===== src/rtl/vga_timing_gen.sv =====
// Parametrised raster timing generator: free-running h/v counters advanced on ce,
// with every output registered from the same pre-increment position.
module vga_timing_gen #(
    parameter int H_ACTIVE  = 640,
    parameter int H_FP      = 24,
    parameter int H_SYNC    = 40,
    parameter int H_BP      = 128,
    parameter int V_ACTIVE  = 480,
    parameter int V_FP      = 9,
    parameter int V_SYNC    = 3,
    parameter int V_BP      = 28,
    parameter int HSYNC_POL = 0,
    parameter int VSYNC_POL = 0,
    parameter int CNT_W     = 11,
    parameter int XW        = 10,
    parameter int YW        = 10,
    parameter int FCW       = 8
) (
    input  logic           clk,
    input  logic           reset,
    input  logic           ce,
    output logic           hsync,
    output logic           vsync,
    output logic           activevideo,
    output logic [XW-1:0]  x_px,
    output logic [YW-1:0]  y_px,
    output logic           line_start,
    output logic           frame_start,
    output logic [FCW-1:0] frame_count
);

    localparam int H_BLANK = H_FP + H_SYNC + H_BP;
    localparam int H_TOTAL = H_BLANK + H_ACTIVE;
    localparam int V_BLANK = V_FP + V_SYNC + V_BP;
    localparam int V_TOTAL = V_BLANK + V_ACTIVE;

    localparam logic [CNT_W-1:0] H_LAST    = CNT_W'(H_TOTAL - 1);
    localparam logic [CNT_W-1:0] V_LAST    = CNT_W'(V_TOTAL - 1);
    localparam logic [CNT_W-1:0] H_SYNC_LO = CNT_W'(H_FP);
    localparam logic [CNT_W-1:0] H_SYNC_HI = CNT_W'(H_FP + H_SYNC);
    localparam logic [CNT_W-1:0] V_SYNC_LO = CNT_W'(V_FP);
    localparam logic [CNT_W-1:0] V_SYNC_HI = CNT_W'(V_FP + V_SYNC);
    localparam logic [CNT_W-1:0] H_BLANK_C = CNT_W'(H_BLANK);
    localparam logic [CNT_W-1:0] V_BLANK_C = CNT_W'(V_BLANK);
    localparam logic             HS_ON     = (HSYNC_POL != 0);
    localparam logic             VS_ON     = (VSYNC_POL != 0);

    logic [CNT_W-1:0] hc_q, hc_d;
    logic [CNT_W-1:0] vc_q, vc_d;
    logic             hsync_q, hsync_d;
    logic             vsync_q, vsync_d;
    logic             active_q, active_d;
    logic [XW-1:0]    x_q, x_d;
    logic [YW-1:0]    y_q, y_d;
    logic             line_q, line_d;
    logic             frame_q, frame_d;
    logic [FCW-1:0]   fcnt_q, fcnt_d;

    always_comb begin
        hc_d = hc_q + CNT_W'(1);
        vc_d = vc_q;
        if (hc_q == H_LAST) begin
            hc_d = '0;
            vc_d = (vc_q == V_LAST) ? '0 : vc_q + CNT_W'(1);
        end
    end

    // Decode of the position the counters are about to leave.
    always_comb begin
        hsync_d  = (hc_q >= H_SYNC_LO && hc_q < H_SYNC_HI) ? HS_ON : ~HS_ON;
        vsync_d  = (vc_q >= V_SYNC_LO && vc_q < V_SYNC_HI) ? VS_ON : ~VS_ON;
        active_d = (hc_q >= H_BLANK_C) && (vc_q >= V_BLANK_C);
        x_d      = '0;
        y_d      = '0;
        if (active_d) begin
            x_d = XW'(hc_q - H_BLANK_C);
            y_d = YW'(vc_q - V_BLANK_C);
        end
        line_d  = (hc_q == '0);
        frame_d = (hc_q == '0) && (vc_q == '0);
        fcnt_d  = frame_d ? fcnt_q + FCW'(1) : fcnt_q;
    end

    always_ff @(posedge clk) begin
        if (reset) begin
            hc_q     <= '0;
            vc_q     <= '0;
            hsync_q  <= ~HS_ON;
            vsync_q  <= ~VS_ON;
            active_q <= 1'b0;
            x_q      <= '0;
            y_q      <= '0;
            line_q   <= 1'b0;
            frame_q  <= 1'b0;
            fcnt_q   <= '0;
        end else if (ce) begin
            hc_q     <= hc_d;
            vc_q     <= vc_d;
            hsync_q  <= hsync_d;
            vsync_q  <= vsync_d;
            active_q <= active_d;
            x_q      <= x_d;
            y_q      <= y_d;
            line_q   <= line_d;
            frame_q  <= frame_d;
            fcnt_q   <= fcnt_d;
        end else begin
            // Strobes last one clk even when ce is sparse.
            line_q  <= 1'b0;
            frame_q <= 1'b0;
        end
    end

    assign hsync       = hsync_q;
    assign vsync       = vsync_q;
    assign activevideo = active_q;
    assign x_px        = x_q;
    assign y_px        = y_q;
    assign line_start  = line_q;
    assign frame_start = frame_q;
    assign frame_count = fcnt_q;

endmodule


===== config.mk =====
export PLATFORM = sky130hd
export DESIGN_NAME = vga_timing_gen
export DESIGN_NICKNAME = d
export VERILOG_FILES = /design/src/rtl/vga_timing_gen.sv
export SDC_FILE = /design/constraint.sdc
export NUM_CORES = 1
export LEC_CHECK = 0
export CAP_MARGIN = 20
export CORE_MARGIN = 8
export CORE_UTILIZATION = 40
export DETAILED_ROUTE_END_ITERATION = 12
export GPL_TIMING_DRIVEN = 0
export HOLD_SLACK_MARGIN = 0.08
export SLEW_MARGIN = 20
export SYNTH_ARGS = -nofsm -noshare
export SYNTH_HDL_FRONTEND = slang
export SYNTH_SLANG_ARGS = --single-unit

===== constraint.sdc =====
create_clock -name clk -period 1.8 [get_ports clk]
set_input_delay 0.45 -clock clk [delete_from_list [all_inputs] [get_ports clk]]
set_output_delay 0.45 -clock clk [all_outputs]
set_load 0.005 [all_outputs]

* Word-level counts from Yosys, hierarchy flattened
Index checks and enable logic that the tools add are counted.
** Word-level totals
- Memories kept :: 0
- RAM bits :: 0
- Bits in latches :: 0
- Bits in registers :: 55
- Input bits :: 3
- ROM bits :: 0
- Output and inout port bits :: 33
- Word-level logic and storage cells :: 39
** Cells by class
- Multiply operators :: 0
- Equality and inequality tests :: 2
- Reductions and logical operators :: 9
- Magnitude comparators :: 6
- Add/subtract/negate cells :: 5
- Bitwise operators :: 1
- Multiplexer cells :: 6
- Shifts and indexed selects :: 0
- Divide/modulo/power cells :: 0
** Operators by type and width (number)
- $add A11 B1 Y11 const B :: 2
- $eq A11 B10 Y1 const B :: 2
- $logic_not A11 Y1 :: 2
- $mux W11 :: 2
- $mux W10 :: 2
- $ge A11 B4 Y1 const B :: 1
- $ge A11 B5 Y1 const B :: 1
- $ge A11 B6 Y1 const B :: 1
- $ge A11 B8 Y1 const B :: 1
- $lt A11 B4 Y1 const B :: 1
- $lt A11 B7 Y1 const B :: 1
- $sub A10 B6 Y10 const B :: 1
- $sub A10 B8 Y10 const B :: 1
- $add A8 B1 Y8 const B :: 1
- $logic_and A1 B1 Y1 :: 4
- $reduce_and A2 Y1 :: 2
- $mux W1 :: 2
- $reduce_or A2 Y1 :: 1
- $not A1 Y1 :: 1

* Longest topological paths before layout
- Word-level depth :: 3
- Depth in mapped cells :: 8
- Mapped depth without buffers :: 6

* Worst setup path after synthesis
Ideal clock, no wire load.
- Kind :: flip-flop to flip-flop
- Start :: reg hc_q[6]
- End :: reg vc_q[10]
- Clock period less this slack :: 1905 ps
- Data arrival time :: 1834 ps
- Setup slack :: -105 ps
- Data required time :: 1729 ps
- Path buffers :: 0
- Cell stages (with the launch flop) :: 7
- Library setup time :: 71 ps
- Cell sequence :: dfxtp_1 inv_1 ha_1 nand4b_1 or4_4 or3_1 a21oi_1
** Between the ends
- Longest elaborated chain between the ends :: 2
** Ends and longest elaborated chain
- start, declared :: RTL line 48 : logic [CNT_W-1:0] hc_q, hc_d;
- start signal, assigned :: RTL line 86 : hc_q <= '0;
- start signal, assigned :: RTL line 97 : hc_q <= hc_d;
- $eq A11 B10 Y1 :: RTL line 62 : if (hc_q == H_LAST) begin
- $reduce_and A2 Y1 (no line)
- end signal, assigned :: RTL line 98 : vc_q <= vc_d;
- end, declared :: RTL line 49 : logic [CNT_W-1:0] vc_q, vc_d;
No other way between the ends.
A chain may end at the register's enable or synchronous reset.

* Final worst setup path
- Start :: reg hc_q[0]
- End :: reg x_q[2] (netlist: x_px[2])
** Between the ends
- Longest elaborated chain between the ends :: 3
- Elaborated cells between the ends (all ways) :: 4
- Those cells by class :: add/sub: 1; order compare: 1; mux: 1; reduce/logical: 1
** Ends and longest elaborated chain
- $ge A11 B8 Y1 :: RTL line 72 : active_d = (hc_q >= H_BLANK_C) && (vc_q >= V_BLANK_C);
- $logic_and A1 B1 Y1 :: RTL line 72
- $mux W10 * :: RTL line 75 : if (active_d) begin
- end signal, assigned :: RTL line 91 : x_q <= '0;
- end signal, assigned :: RTL line 102 : x_q <= x_d;
- end, declared :: RTL line 53 : logic [XW-1:0] x_q, x_d;
Every way passes the cells marked *; elsewhere a longest branch is shown, timed or not.

==> flow_summary.yaml <==
sta:
  worst_slack_ns: -0.0267
  final-max-slew-violation-count: 0
  timing.final.hold_violations: 0
  setup_violations: 10
  maxClockFrequency_ghz: 0.547
  fin_crit_sh_pct: 101
  slew_headroom_pct: 57.2
  rsz0062_at_grt: "true"
  tightest_slew_ns: 0.642
  final.setup_skew_ns: 0.00910
  final.min_clock_period_ns: 1.83
logic_synthesis:
  synth_top_area_cell: "dfxtp_1"
  synthTopCellsByArea: "dfxtp_1, ha_1, o31ai_1"
  yosysSeqAreaShare_pct: 39.5
  async_reset_ff_share_pct: 0
  syn_inst: 317
  ys_ff_latch: 55
  syn_nets: 331
  synth_flop_cell: "dfxtp_1"
  synth_edf_count: 0
  synth_warnings: 0
  synth_top_area_share_pct: 39.5
  avgSynthCellArea_sq_um: 8.80
  synth_cell_types: 47
  synth_area_sq_um: 2790
cts:
  clock_sinks: 55
  cts_root_buffer: "clkbuf_8"
  cts_buffer_depth: 2
  hold_buffers: 0
  htreeDepth: 2
  insertion_delay_ns: 0.31
  cts_tree: "built"
  cts-buffers-inserted: 5
  path_clk_slew_ns: 0.10
floorplanning:
  initial_core_util_pct: 41.3
  die_w_microns: 99.5
  core_sq_um: 6760
  die_y_microns: 99.5
  fp.dieArea_sq_um: 9900
  row_count: 30
  ios: 36
setup_path:
  cp_max_fo: 5
  arrival_ns: 2.05
  cp.required_ns: 2.03
  path_class: "flop to flop"
  startpoint_type: "flop"
  endpoint_kind: "flop"
run_status:
  violations: "setup timing"
  status: "finished with violations"
layout:
  syn2layout_area_growth_pct: 41.3
  nFillCells: 598
  antenna_cells: 0
  nets: 390
  drive_above_1_share_pct: 31.8
  final_area_sq_um: 3940
  final_cells: 457
run:
  maxCapViolations: 0
worst_hold_path:
  hold_path.class: "flop to flop"
pwr:
  p_seq_share_pct: 55.2
  p_int_mw: 1.70
  power_density_nw_per_um2: 565
  combPwrFrac_pct: 7.0
  total_power_mw: 2.23
  vdd_drop_max_uv: 331
  clockPowerShare_pct: 37.8
  switching_power_uw: 531
  leakage_nw: 1.44
  p_sw_share_pct: 23.8
placed_design:
  io_buffers: 33
  dp_cells: 430
  dpl_cell_area_sq_um: 3240
  place.gp.congestion: 0.825
  dpl.hpwl_mm: 4.87
global_route:
  grt_max_degree: 18
  grt_pass1_vias: 2474
  overflow: 0
  grt_pass1_wl_mm: 12.4
  antenna_found_initial: 0
  track_usage_pct: 15.2
route:
  wl_per_cell_microns: 16.8
  drt-total-wl_mm: 7.66
  num_vias: 2541
  via_per_inst: 5.56
  drtIter0Drc: 121
  final_antenna_net_count: 0
  drc: 0
  drt_pass1_iterations: 4
## flip-flops by register name, summed over array words and instances, names as in the netlist
| signal | count |
|---|---|
| hc_q | 11 |
| frame_count | 8 |
| y_px | 10 |
| vc_q | 11 |
| x_px | 10 |
| hsync | 1 |
| frame_start | 1 |
| line_start | 1 |
| vsync | 1 |
| activevideo | 1 |
## final cells by class
type                            count  area (sq um)  share of cell area (%)
Buffer                             23           156                    3.97
Multi-Input combinational cell    219          1840                    46.7
Sequential cell                    55          1130                    28.8
Clock buffer                        5          68.8                    1.75
Clock inverter                      3          43.8                    1.11
Tap cell                           80           100                    2.54
Timing Repair Buffer               56           526                    13.3
Inverter                           16          70.1                    1.78
## routing by layer
metal / GRT usage [%] / vias up / part of all wire (%)
met5: 0 / - / 0
met3: 4.05 / 4 / 6.2
li1: - / 1247 / -
met1: 19.7 / 1224 / 45
met2: 24.4 / 66 / 48
met4: 3.84 / 0 / 0.82
## synthesized netlist by cell type, types with 5 or more instances
| cell | count |
|---|---|
| o32ai_1 | 5 |
| nand2_1 | 16 |
| buf_2 | 6 |
| inv_1 | 16 |
| a21oi_1 | 17 |
| clkbuf_1 | 20 |
| nand3_1 | 12 |
| nor3_1 | 7 |
| ha_1 | 11 |
| or3_1 | 5 |
| o31ai_1 | 18 |
| o21ai_1 | 6 |
| nand4_1 | 8 |
| nor2_1 | 20 |
| nor4_1 | 5 |
| nand2b_1 | 10 |
| xor2_1 | 11 |
| dfxtp_1 | 55 |
| or3b_2 | 11 |
| xnor2_1 | 10 |
## power groups by stage
stage	registers (mW)	clock network (mW)	logic (mW)
after floorplan	1.26	0	0.0688
after global placement	1.26	0	0.114
after detailed placement	1.27	0	0.114
after CTS	1.23	0.852	0.140
after global routing	1.23	0.917	0.173
final	1.23	0.842	0.157
## logic make-up (layout without fill, tap and decap cells)
logic type	after synthesis	count (layout)	synth area share, %
AND/OR/NAND/NOR	126	126	28.0
adder cells (fa/ha/maj)	11	11	4.93
flip-flops	55	55	39.5
XOR/XNOR	21	21	6.59
multiplexers	1	1	0.404
AO/OA/AOI/OAI	60	60	14.4
buffers and inverters	43	103	6.10
## final timing paths
check / start / to / slack [ns] / depth (start not counted)
setup reg to reg: hc_q[0]$_SDFFE_PP0P_ / x_px[2]$_SDFFE_PP0P_ / -0.03 / 9
hold / removal: activevideo$_SDFFE_PP0P_ / activevideo$_SDFFE_PP0P_ / 0.50 / 2
hold reg to reg: activevideo$_SDFFE_PP0P_ / activevideo$_SDFFE_PP0P_ / 0.50 / 2
setup / recovery: hc_q[0]$_SDFFE_PP0P_ / x_px[2]$_SDFFE_PP0P_ / -0.03 / 9
## cells in the final DEF, fill, tap and decap left out, drive strengths merged, types with 4 or more instances in the layout
cell	netlist	routed
a21oi	17	17
and3	4	4
buf	6	29
clkbuf	21	22
clkdlybuf4s50	0	33
dfxtp	55	55
ha	11	11
inv	16	16
nand2	16	16
nand2b	10	10
nand3	12	12
nand4	9	9
nor2	20	20
nor3	7	7
nor4	7	7
o21ai	9	9
o31ai	18	18
o32ai	5	5
or3	5	5
or3b	15	15
or4	4	4
xnor2	10	10
xor2	11	11
## through the flow
step	TNS [ns]	hold slack (ns)	util [%]	setup WS (ns)
after floorplan	0	0.467	-	0.00507
after global placement	-11.35	0.460	47.9	-0.364
after detailed placement	-12.05	0.475	47.9	-0.370
after CTS	-0.0197	0.490	53.9	-0.0126
after global routing	-1.71	0.519	58.3	-0.105
final	-0.142	0.496	58.3	-0.0267
## worst max-delay path: stages (launching register included)
cell,delay [ns]
dfxtp_4,0.38
inv_4,0.07
ha_4,0.11
nor4b_4,0.25
buf_4,0.16
a32o_2,0.20
o41ai_4,0.09
buf_6,0.16
buf_12,0.13
o31ai_2,0.18
## repair_timing
item	in CTS	in global routing
setup buffers	14	7
resized for setup	55	51
endpoints found under the setup margin	47	46
pin swaps	13	18
cloned	1	1
No activity file was read; power rests on OpenSTA's default activity.
